==> src/rtl/weight_feeder_pkg.sv <==
// Shared widths and FSM state encodings for the weight feeder and its MAC neighbour.
package weight_feeder_pkg;
   localparam int DATA_SIZE = 8;
   localparam int MAC_WIDTH = 2 * DATA_SIZE + 4;

   typedef enum logic {
      ST_IDLE   = 1'b0,
      ST_STREAM = 1'b1
   } wf_state_t;
endpackage

==> src/rtl/weight_feeder_sync_fifo.sv <==
// Single-clock FIFO with combinational head word; push on full and pop on empty are dropped.
module sync_fifo #(
   parameter int DATA_SIZE = 8,
   parameter int DEPTH     = 16,
   parameter int CNT_W     = $clog2(DEPTH) + 1
) (
   input  logic                 clock,
   input  logic                 reset,
   input  logic                 push,
   input  logic                 pop,
   input  logic [DATA_SIZE-1:0] wr_data,
   output logic [DATA_SIZE-1:0] head,
   output logic                 full,
   output logic                 empty,
   output logic [CNT_W-1:0]     count
);
   localparam int PTR_W = $clog2(DEPTH);

   logic [DATA_SIZE-1:0] mem_q [DEPTH];
   logic [PTR_W-1:0]     wr_ptr_q, wr_ptr_d;
   logic [PTR_W-1:0]     rd_ptr_q, rd_ptr_d;
   logic [CNT_W-1:0]     count_q, count_d;
   logic                 do_push, do_pop;

   assign full    = (count_q == CNT_W'(DEPTH));
   assign empty   = (count_q == '0);
   assign count   = count_q;
   assign head    = mem_q[rd_ptr_q];
   assign do_push = push & ~full;
   assign do_pop  = pop & ~empty;

   always_comb begin
      wr_ptr_d = wr_ptr_q;
      rd_ptr_d = rd_ptr_q;
      count_d  = count_q;
      // Pointer widths equal log2(DEPTH), so the increment wraps for free.
      if (do_push) wr_ptr_d = wr_ptr_q + 1'b1;
      if (do_pop)  rd_ptr_d = rd_ptr_q + 1'b1;
      case ({do_push, do_pop})
         2'b10:   count_d = count_q + 1'b1;
         2'b01:   count_d = count_q - 1'b1;
         default: count_d = count_q;
      endcase
   end

   always_ff @(posedge clock or negedge reset) begin
      if (!reset) begin
         wr_ptr_q <= '0;
         rd_ptr_q <= '0;
         count_q  <= '0;
      end else begin
         wr_ptr_q <= wr_ptr_d;
         rd_ptr_q <= rd_ptr_d;
         count_q  <= count_d;
      end
   end

   // Storage needs no reset: the pointers alone define what is valid.
   always_ff @(posedge clock) begin
      if (do_push) mem_q[wr_ptr_q] <= wr_data;
   end
endmodule

==> src/rtl/weight_feeder.sv <==
// Buffers weights from memory and hands exactly tile_len of them to a mac_unit on request.
//  state     | meaning
//  ST_IDLE   | waiting for start; requests ignored
//  ST_STREAM | serving win_request until remaining reaches zero
module weight_feeder
   import weight_feeder_pkg::*;
#(
   parameter int DATA_SIZE = weight_feeder_pkg::DATA_SIZE,
   parameter int DEPTH     = 16,
   parameter int CNT_W     = $clog2(DEPTH) + 1
) (
   input  logic                 clock,
   input  logic                 reset,
   input  logic                 wr_valid,
   output logic                 wr_ready,
   input  logic [DATA_SIZE-1:0] wr_data,
   input  logic                 start,
   input  logic [CNT_W-1:0]     tile_len,
   input  logic                 win_request,
   output logic [DATA_SIZE-1:0] win,
   output logic                 win_valid,
   output logic                 busy,
   output logic                 done,
   output logic                 underrun
);
   wf_state_t            state_q, state_d;
   logic [CNT_W-1:0]     remaining_q, remaining_d;
   logic [DATA_SIZE-1:0] win_q, win_d;
   logic                 win_valid_q, win_valid_d;
   logic                 done_q, done_d;
   logic                 underrun_q, underrun_d;

   logic                 fifo_push, fifo_pop, fifo_full, fifo_empty;
   logic [DATA_SIZE-1:0] fifo_head;
   logic [CNT_W-1:0]     fifo_count;

   assign wr_ready  = ~fifo_full;
   assign fifo_push = wr_valid & ~fifo_full;
   assign fifo_pop  = (state_q == ST_STREAM) & win_request & ~fifo_empty;

   sync_fifo #(
      .DATA_SIZE (DATA_SIZE),
      .DEPTH     (DEPTH),
      .CNT_W     (CNT_W)
   ) u_fifo (
      .clock   (clock),
      .reset   (reset),
      .push    (fifo_push),
      .pop     (fifo_pop),
      .wr_data (wr_data),
      .head    (fifo_head),
      .full    (fifo_full),
      .empty   (fifo_empty),
      .count   (fifo_count)
   );

   always_comb begin
      state_d     = state_q;
      remaining_d = remaining_q;
      win_d       = win_q;
      win_valid_d = 1'b0;
      done_d      = 1'b0;
      underrun_d  = underrun_q;
      case (state_q)
         ST_IDLE: begin
            if (start) begin
               underrun_d = 1'b0;
               if (tile_len != '0) begin
                  remaining_d = tile_len;
                  state_d     = ST_STREAM;
               end else begin
                  done_d = 1'b1;
               end
            end
         end
         ST_STREAM: begin
            if (win_request) begin
               if (fifo_pop) begin
                  win_d       = fifo_head;
                  win_valid_d = 1'b1;
                  remaining_d = remaining_q - 1'b1;
                  // Last weight: done lines up with its win_valid.
                  if (remaining_q == CNT_W'(1)) begin
                     state_d = ST_IDLE;
                     done_d  = 1'b1;
                  end
               end else begin
                  underrun_d = 1'b1;
               end
            end
         end
         default: state_d = ST_IDLE;
      endcase
   end

   always_ff @(posedge clock or negedge reset) begin
      if (!reset) begin
         state_q     <= ST_IDLE;
         remaining_q <= '0;
         win_q       <= '0;
         win_valid_q <= 1'b0;
         done_q      <= 1'b0;
         underrun_q  <= 1'b0;
      end else begin
         state_q     <= state_d;
         remaining_q <= remaining_d;
         win_q       <= win_d;
         win_valid_q <= win_valid_d;
         done_q      <= done_d;
         underrun_q  <= underrun_d;
      end
   end

   assign win       = win_q;
   assign win_valid = win_valid_q;
   assign busy      = (state_q == ST_STREAM);
   assign done      = done_q;
   assign underrun  = underrun_q;
endmodule

==> config.mk <==
export PLATFORM = sky130hd
export DESIGN_NAME = weight_feeder
export DESIGN_NICKNAME = d
export VERILOG_FILES = /design/src/rtl/weight_feeder_pkg.sv /design/src/rtl/weight_feeder_sync_fifo.sv /design/src/rtl/weight_feeder.sv
export SDC_FILE = /design/constraint.sdc
export NUM_CORES = 1
export LEC_CHECK = 0
export ABC_CLOCK_PERIOD_IN_PS = 4000
export BUFFER_PORTS_ARGS = -buffer_cell sky130_fd_sc_hd__buf_4
export CAP_MARGIN = 10
export CELL_PAD_IN_SITES_DETAIL_PLACEMENT = 1
export CELL_PAD_IN_SITES_GLOBAL_PLACEMENT = 2
export CORE_ASPECT_RATIO = 1.1
export CORE_UTILIZATION = 30
export DETAILED_ROUTE_END_ITERATION = 8
export GPL_TIMING_DRIVEN = 0
export PLACE_DENSITY_LB_ADDON = 0.1
export SETUP_SLACK_MARGIN = 0.1
export SYNTH_ARGS = -nofsm -noshare
export SYNTH_HDL_FRONTEND = slang
export SYNTH_SLANG_ARGS = --single-unit
==> constraint.sdc <==
create_clock -name clock -period 4 [get_ports clock]
set_input_delay 0 -clock clock [delete_from_list [all_inputs] [get_ports clock]]
set_output_delay 0 -clock clock [all_outputs]
set_load 0.05 [all_outputs]
==> results by group, run 1 <==
GRT
  • Vias in the first global route: 3682
  • Global Route Usage Sum: 0.150
  • Initial antenna violation count: 0
  • Aggregate global routing overflow: 0
  • Wire length of the first global-routing pass: about 23000 um
  • Pin count of the biggest net entering global routing: 31

STA
  • Smallest hold slack: 28.7 ps
  • RSZ-0062 raised after global routing: no
  • Summed negative setup slack over all endpoints: 0 ps
  • Final max-slew violation count: 0
  • Minimum period implied by the final worst setup slack: ~3400 ps
  • Final critical-path share of the clock period: 0.858
  • Least-Margin Pin Slew: ~860 ps
  • Peak Freq: 0.291 GHz
  • Headroom to the max-slew limit: 0.427
  • Setup skew after layout: around 9.4 ps
  • Final-report setup violation count: 0
  • Final Hold Violating Endpoints: 0

Critical path
  • Largest incremental delay on the critical path: ~540 ps
  • Crit path arrival time: around 3700 ps
  • List of cells traversed by the critical path: buf_6 -> or3_4 -> o311ai_4 -> inv_2 -> buf_2 -> ha_1 -> clkbuf_1 -> xor2_1 -> ha_1 -> o21a_1 -> o21ai_0 -> a22oi_1 -> xnor2_1
  • Worst setup slack for register-to-register paths: about 570 ps
  • Kind of critical path: reg2reg
  • Slowest library cell on the worst path: sky130_fd_sc_hd__o311ai_4
  • Number of buffers and inverters on the critical path: 4
  • Type of element launching the critical path: flip-flop
  • Worst path top cell family by delay: compound AO/OA/AOI/OAI gates
  • Maximum net fanout on the critical path: 11
  • Kind of capture point of the worst setup path: flip-flop
  • Data required time at the worst endpoint: 4300 ps
  • Top cell by count, worst path: sky130_fd_sc_hd__ha_1

Power and ir drop
  • Leakage power summed over all cells: ~0.0027 uW
  • Total power density per cell area: approximately 740 nW/um2
  • Maximum ir drop on the vdd rail: 0.270 mV
  • Tot Pwr: between 5000 and 6000 uW

CTS
  • Number of CTS-inserted buffers: 17
  • Clock insertion delay at the later pin of the skew report: between 400 and 500 ps
  • TritonCTS clock tree: built
  • TritonCTS sink count: 158
  • Root buffer cell: sky130_fd_sc_hd__clkbuf_16
  • Clock-pin slew on the worst setup and hold paths: about 70 ps
  • Buffer depth of the longest clock path: 2
  • Count of H-tree levels built during CTS: 4
  • Post-CTS setup repair buffer count: 0

Finish
  • Number of inserted filler cells in the final layout: 2186
  • Share of the core filled with cells in the final layout: 0.371
  • Layout net count: 463
  • Layout cells sized above 1: 0.268
  • Diode insertion count for antenna repair: 0
  • Final design area excluding fillers: roughly 8000 um2
  • Area growth from synthesis to final layout: 21.4%

Die
  • Full die area: ~22000 um2
  • Initial standard-cell utilization of the core: 0.306
  • Row cnt: 56
  • Die span in x: about 140 um
  • Vertical die dimension: between 150 and 200 um
  • Std-Cell Core Area: ~21000 um2
  • Number of top-level pins: 31

Synthesis
  • Synthesis-stage register bit count: ~160
  • Number of unique standard cell types used by synthesis: between 40 and 50
  • Async S/R FF share, synth: 0.190
  • Synthesized area divided by synthesized cell count: ~18 um2
  • Cell area after synthesis: 6520 um2
  • Number of synthesized flops with an enable pin: between 100 and 150
  • Largest area contributor in the synthesized netlist: sky130_fd_sc_hd__edfxtp_1
  • Share of Yosys cell area claimed by the top area cell type: 0.590
  • Net count of the mapped netlist: about 400
  • Sequential cell area fraction in the yosys report: 0.705
  • Synthesized netlist cell count: roughly 370
  • Number of warnings printed during yosys synthesis: 0
  • Dominant register cell in the synthesized netlist: sky130_fd_sc_hd__edfxtp_1
  • Ranking of synthesized cells by area: sky130_fd_sc_hd__edfxtp_1 59%, sky130_fd_sc_hd__dfrtp_1 12%, sky130_fd_sc_hd__mux4_2 11%

Status
  • Outcome: completed

Placed design
  • Placed cell area: a little over 7000 um2
  • Routability congestion estimate from global placement: 0.738
  • Detailed Place HPWL: around 10000 um
  • Count of port buffers added during placement: 30

Route
  • Mean number of vias per cell: 4.69
  • Total number of vias: 3454
  • Total wire length after detailed routing: roughly 15000 um
  • Number of DRC violations after detailed routing: 0
  • Number of DRC violations after detailed-routing iteration 0: ~220
  • Number of nets still failing antenna checks after routing: 0
  • Per-cell routed wire length: ~21 um
  • TritonRoute pass-1 iters: 4

Worst hold path
  • Type of the worst min-delay path: in2reg

Job
  • Max-cap violations: 0
-- placed cells by master, fill, tap and decap left out, types with 3 or more instances in the layout --
master and n:
sky130_fd_sc_hd__ha_1 11, sky130_fd_sc_hd__nor2_1 28, sky130_fd_sc_hd__buf_2 7, sky130_fd_sc_hd__inv_1 9
sky130_fd_sc_hd__xnor2_1 8, sky130_fd_sc_hd__nand2_1 13, sky130_fd_sc_hd__o22ai_1 8, sky130_fd_sc_hd__bufinv_16 4
sky130_fd_sc_hd__mux4_2 32, sky130_fd_sc_hd__dfrtp_1 30, sky130_fd_sc_hd__nor3_1 7, sky130_fd_sc_hd__xor2_1 4
sky130_fd_sc_hd__a221oi_2 8, sky130_fd_sc_hd__buf_1 3, sky130_fd_sc_hd__dlygate4sd3_1 15, sky130_fd_sc_hd__inv_6 3
sky130_fd_sc_hd__o21ai_0 3, sky130_fd_sc_hd__nand2b_1 4, sky130_fd_sc_hd__edfxtp_1 128, sky130_fd_sc_hd__clkbuf_1 12
sky130_fd_sc_hd__clkbuf_16 17, sky130_fd_sc_hd__a21oi_1 6, sky130_fd_sc_hd__nor3b_1 3, sky130_fd_sc_hd__buf_4 32
sky130_fd_sc_hd__mux2i_1 8
-- tightest hold or removal path, stage by stage --
cell and delay (ps):
sky130_fd_sc_hd__buf_4 80, sky130_fd_sc_hd__nand2_1 50, sky130_fd_sc_hd__a22oi_1 160, sky130_fd_sc_hd__a211o_1 120
-- repair_timing --
| action | in CTS | in global routing |
|---|---|---|
| hold buffers | 15 | 0 |
| gates resized for setup | 0 | 0 |
| hold endpoints to repair | 165 | 0 |
-- Yosys cell counts, types with 8 or more instances --
cell type                  number
sky130_fd_sc_hd__a221oi_2       8
sky130_fd_sc_hd__clkbuf_1      12
sky130_fd_sc_hd__dfrtp_1       30
sky130_fd_sc_hd__edfxtp_1     128
sky130_fd_sc_hd__ha_1          11
sky130_fd_sc_hd__inv_1          9
sky130_fd_sc_hd__mux2i_1        8
sky130_fd_sc_hd__mux4_2        32
sky130_fd_sc_hd__nand2_1       13
sky130_fd_sc_hd__nor2_1        28
sky130_fd_sc_hd__o22ai_1        8
sky130_fd_sc_hd__xnor2_1        8
-- layout make-up --
type	count	area [um2]	area share
clock inverter	15	208	0.0262
inverter	10	37.5	0.00474
timing repair buffer	49	400	0.0506
buffer	22	104	0.0131
clock buffer	17	425	0.0538
tap	290	363	0.0459
multi-input combinational	176	1780	0.225
sequential	158	4590	0.581
-- metal layers --
layer  part of all wire  GRT usage
met1               0.47      0.206
met4              0.010     0.0445
met2               0.49      0.237
met3              0.038     0.0327
met5                  0          0
-- report_power, final --
group / internal (uW) / total, uW / leakage, uW / switching (uW)
sequential: 2060 / 2200 / 0.00150 / 138
combinational: 785 / 1930 / 0.000935 / 1140
clock: 1060 / 1750 / 0.000309 / 691
total: 3900 / 5870 / 0.00274 / 1970
-- kinds of logic after synthesis --
kind of cell | after synthesis | synth area share
adder cells (fa/ha/maj) | 11 | 0.0211
buffers and inverters | 32 | 0.0217
flip-flops | 158 | 0.705
multiplexers | 41 | 0.125
AO/OA/AOI/OAI | 45 | 0.0611
XOR/XNOR | 12 | 0.0161
AND/OR/NAND/NOR | 67 | 0.0503
-- stage by stage --
stage	instances	worst slack, ps
final	737	568
after global routing	737	328
after CTS	737	509
after detailed placement	690	526
after global placement	686	566
after floorplan	366	1030
-- state kept, by name (all words and copies together), names as in the netlist --
name             count
busy                 1
win_valid            1
win                  8
u_fifo.rd_ptr_q      4
done                 1
u_fifo.count         5
u_fifo.mem_q       128
u_fifo.wr_ptr_q      4
remaining_q          5
underrun             1
-- path summary, 6_finish.rpt --
path                                       to  depth (start not counted)       startpoint
max in group asynchronous  u_fifo.rd_ptr_q[1]                          2            reset
min                            remaining_q[4]                          4      tile_len[4]
min reg2reg                    remaining_q[3]                          1   remaining_q[3]
max reg2reg                   u_fifo.count[4]                         13  u_fifo.count[1]
max                           u_fifo.count[4]                         13  u_fifo.count[1]
min in group asynchronous     u_fifo.count[2]                          2            reset
(Power assumes the default switching activity.)
==> inputs of run 2 (changes only) <==
ABC_AREA = 1   (was unset)
==> run 2 against run 1 <==
Effect of this change: clock power down 6%; utilization is 0.12 points higher; sequential power about the same; via count grew 44%; design area is 8.7% higher; sequential cell count did not move; cell count is 51% higher; die area is 9.3% higher; non-clock buffer count rose by 15; sequential share of layout area fell by 4.6 points; clock skew rose by 2.0 ps; fmax rose by 34%; critical endpoint unchanged; largest power group is now combinational logic; highest routed layer unchanged.
==> results by group, run 2 <==
Critical path
  • Maximum net fanout on the critical path: 11 (unchanged)
  • Type of element launching the critical path: flip-flop
  • Setup crit start: u_fifo.count[0]
  • Crit path arrival time: 2930 ps (-800 ps)
  • Kind of critical path: reg2reg
  • Kind of capture point of the worst setup path: flip-flop
  • Data required time at the worst endpoint: 4370 ps (+70 ps)
  • R2R Path Start: u_fifo.count[0]

STA
  • Minimum period implied by the final worst setup slack: 2570 ps (-866 ps)
  • Headroom to the max-slew limit: 0.220 (-0.207)
  • Summed negative setup slack over all endpoints: 0 ps (unchanged)
  • Least-Margin Pin Slew: 1160 ps (+305 ps)
  • Peak Freq: 0.390 GHz (+34%)
  • Setup skew after layout: 11.4 ps (+2.01 ps)
  • Final-report setup violation count: 0 (unchanged)
  • Final critical-path share of the clock period: 0.642 (-0.216)
  • Final max-slew violation count: 0 (unchanged)
  • Final Hold Violating Endpoints: 0 (unchanged)
  • RSZ-0062 raised after global routing: no

Synthesis
  • Synthesized area divided by synthesized cell count: 9.85 um2 (-45%)
  • Number of unique standard cell types used by synthesis: 25 (-48%)
  • Share of Yosys cell area claimed by the top area cell type: 0.539 (-0.0508)
  • Number of synthesized flops with an enable pin: 128 (unchanged)
  • Synthesized netlist cell count: 724 (+98%)
  • Synthesis-stage register bit count: 158 (unchanged)
  • Async S/R FF share, synth: 0.190 (unchanged)
  • Largest area contributor in the synthesized netlist: sky130_fd_sc_hd__edfxtp_1
  • Top cells by count, synth: 230 x sky130_fd_sc_hd__nand2_1, 128 x sky130_fd_sc_hd__edfxtp_1, 123 x sky130_fd_sc_hd__inv_1
  • Count leader, synth: sky130_fd_sc_hd__nand2_1
  • Dominant register cell in the synthesized netlist: sky130_fd_sc_hd__edfxtp_1
  • Cell area after synthesis: 7130 um2 (+9.4%)
  • Number of warnings printed during yosys synthesis: 0 (unchanged)
  • Net count of the mapped netlist: 753 (+91%)
  • Sequential cell area fraction in the yosys report: 0.644 (-0.0607)
  • Ranking of synthesized cells by area: sky130_fd_sc_hd__edfxtp_1 54%, sky130_fd_sc_hd__nand2_1 12%, sky130_fd_sc_hd__dfrtp_1 11%

GRT
  • Initial antenna violation count: 0 (unchanged)
  • Aggregate global routing overflow: 0 (unchanged)
  • Pin count of the biggest net entering global routing: 31 (unchanged)
  • Vias in the first global route: 5319 (+44%)
  • Global Route Usage Sum: 0.179 (+0.0295)
  • Wire length of the first global-routing pass: 31600 um (+35%)

CTS
  • Count of H-tree levels built during CTS: 4 (unchanged)
  • Post-CTS sizing: 0 (unchanged)
  • TritonCTS sink count: 158 (unchanged)
  • TritonCTS clock tree: built
  • Clock insertion delay at the later pin of the skew report: 430 ps (about the same)
  • Number of CTS-inserted buffers: 17 (unchanged)
  • Root buffer cell: sky130_fd_sc_hd__clkbuf_16
  • Buffer depth of the longest clock path: 2 (unchanged)
  • Clock-pin slew on the worst setup and hold paths: 70 ps (about the same)

Finish
  • Most flops, register: u_fifo.mem_q
  • Max reg flops: 128 (unchanged)
  • Layout net count: 829 (+79%)
  • Top library cells by usage in the layout, fill and taps aside: 230 x sky130_fd_sc_hd__nand2_1, 128 x sky130_fd_sc_hd__edfxtp_1, 123 x sky130_fd_sc_hd__inv_1
  • Layout cells sized above 1: 0.129 (-0.139)
  • Final design area excluding fillers: 8600 um2 (+8.7%)
  • Diode insertion count for antenna repair: 0 (unchanged)
  • Leading cell type in the layout, fill and taps excluded: sky130_fd_sc_hd__nand2_1
  • Area growth from synthesis to final layout: 20.6%

Route
  • Total number of vias: 4989 (+44%)
  • DR WL met2: 9700 um (+30%)
  • TritonRoute pass-1 iters: 4 (unchanged)
  • Number of nets still failing antenna checks after routing: 0 (unchanged)
  • Number of DRC violations after detailed-routing iteration 0: 250 (+12%)
  • Total wire length after detailed routing: 20200 um (+32%)
  • Per-cell routed wire length: 18.2 um (-13%)
  • Number of DRC violations after detailed routing: 0 (unchanged)
  • DR top layer: met4
  • Total met3 wirelength after detailed routing: 576 um (-1.2%)
  • Mean number of vias per cell: 4.48 (-4.4%)
  • Metal-1 WL: 9510 um (+33%)

Job
  • Max-cap violations: 0 (unchanged)

Power and ir drop
  • Switching pwr: 2560 uW (+30%)
  • Switching fraction of total power: 0.406 (+0.0703)
  • Total power density per cell area: 734 nW/um2 (-1.1%)
  • Flop pwr share: 0.348 (-0.026)
  • Leakage power summed over all cells: 0.00386 uW (+41%)
  • Maximum ir drop on the vdd rail: 0.361 mV (+34%)
  • Internal Pwr Total: 3750 uW (-3.8%)
  • Fraction of power consumed by the clock network: 0.262 (-0.036)
  • Portion of total power attributed to combinational logic: 0.390 (+0.062)

Die
  • Row cnt: 58 (+3.6%)
  • Std-Cell Core Area: 23100 um2 (+8.3%)
  • Number of top-level pins: 31 (unchanged)
  • Full die area: 24400 um2 (+9.3%)
  • Vertical die dimension: 164 um (+4.5%)
  • Initial standard-cell utilization of the core: 0.309 (+0.00307)
  • Die span in x: 149 um (+4.5%)

Placed design
  • Count of port buffers added during placement: 30 (unchanged)
  • Placed cell area: 7790 um2 (+9.3%)
  • Detailed Place HPWL: 14100 um (+39%)
  • Routability congestion estimate from global placement: 0.762 (+3.3%)

Status
  • Outcome: completed

Worst hold path
  • Type of the worst min-delay path: in2async
run 2: layer usage:
layer | vias to the layer above | global-route usage
li1 | 2479 | -
met1 | 2421 | 0.237
met2 | 66 | 0.295
met3 | 23 | 0.0328
met4 | 0 | 0.0594
met5 | - | 0
run 2: power by group through the flow:
stage               clock [uW]  combinational, uW  sequential, uW
floorplan                    0               1440            2380
global placement             0               2420            2220
detailed placement           0               2480            2230
CTS                       1690               2520            2200
global route              1750               2760            2230
finish                    1650               2460            2200
run 2: final cells by class:
type,count,area [um2]
fillers,2628,14500
flip-flops and latches,158,4590
multi-input cells,410,1910
inverters,127,477
clock buffers,19,475
repair buffers,57,475
well taps,300,375
plain buffers,29,166
clock inverters,13,124
run 2: final timing paths:
kind                       cells past startpoint                  to  slack (ps)
min                                            2      remaining_q[0]          60
min reg2reg                                    2      remaining_q[1]         490
max                                           15     u_fifo.count[4]        1430
max reg2reg                                   15     u_fifo.count[4]        1430
max in group asynchronous                      2  u_fifo.rd_ptr_q[0]        3600
min in group clock                             4      remaining_q[1]         440
run 2: repair_timing:
item	4_1_cts	5_1_grt
hold endpoints to repair	167	0
buffers inserted	0	0
hold buffers	20	0
run 2: kinds of logic after synthesis:
family	share of synthesized area
and+or+nand+nor	0.215
DFF	0.644
buffers and inverters	0.0902
AOI/OAI and AO/OA	0.0165
xor gates and xnor gates	0.0147
adders and majority gates	0.0193
run 2: worst max-delay path, stage by stage, from the launching register on:
cell and delay, ps:
sky130_fd_sc_hd__dfrtp_1 420, sky130_fd_sc_hd__nor2_1 80, sky130_fd_sc_hd__nand3_1 90, sky130_fd_sc_hd__nand2_1 90, sky130_fd_sc_hd__inv_1 200, sky130_fd_sc_hd__buf_2 330
sky130_fd_sc_hd__ha_1 320, sky130_fd_sc_hd__xor2_1 220, sky130_fd_sc_hd__ha_1 180, sky130_fd_sc_hd__inv_1 40, sky130_fd_sc_hd__nand2_1 110, sky130_fd_sc_hd__nand3_1 90
sky130_fd_sc_hd__nand2_1 80, sky130_fd_sc_hd__xor2_1 140, sky130_fd_sc_hd__nand2_1 70, sky130_fd_sc_hd__nand2_1 50
run 2: through the flow:
stage               utilization  std cells  total power [uW]  hold WS [ps]  setup WS, ps
floorplan                     -        724              3820          -296          1430
global placement          0.335       1054              4640         -12.5          1230
detailed placement        0.338       1059              4720         -13.1          1370
CTS                       0.372       1111              6410          56.1          1350
global route              0.373       1113              6740          84.6          1100
finish                    0.373       1113              6310          62.7          1430
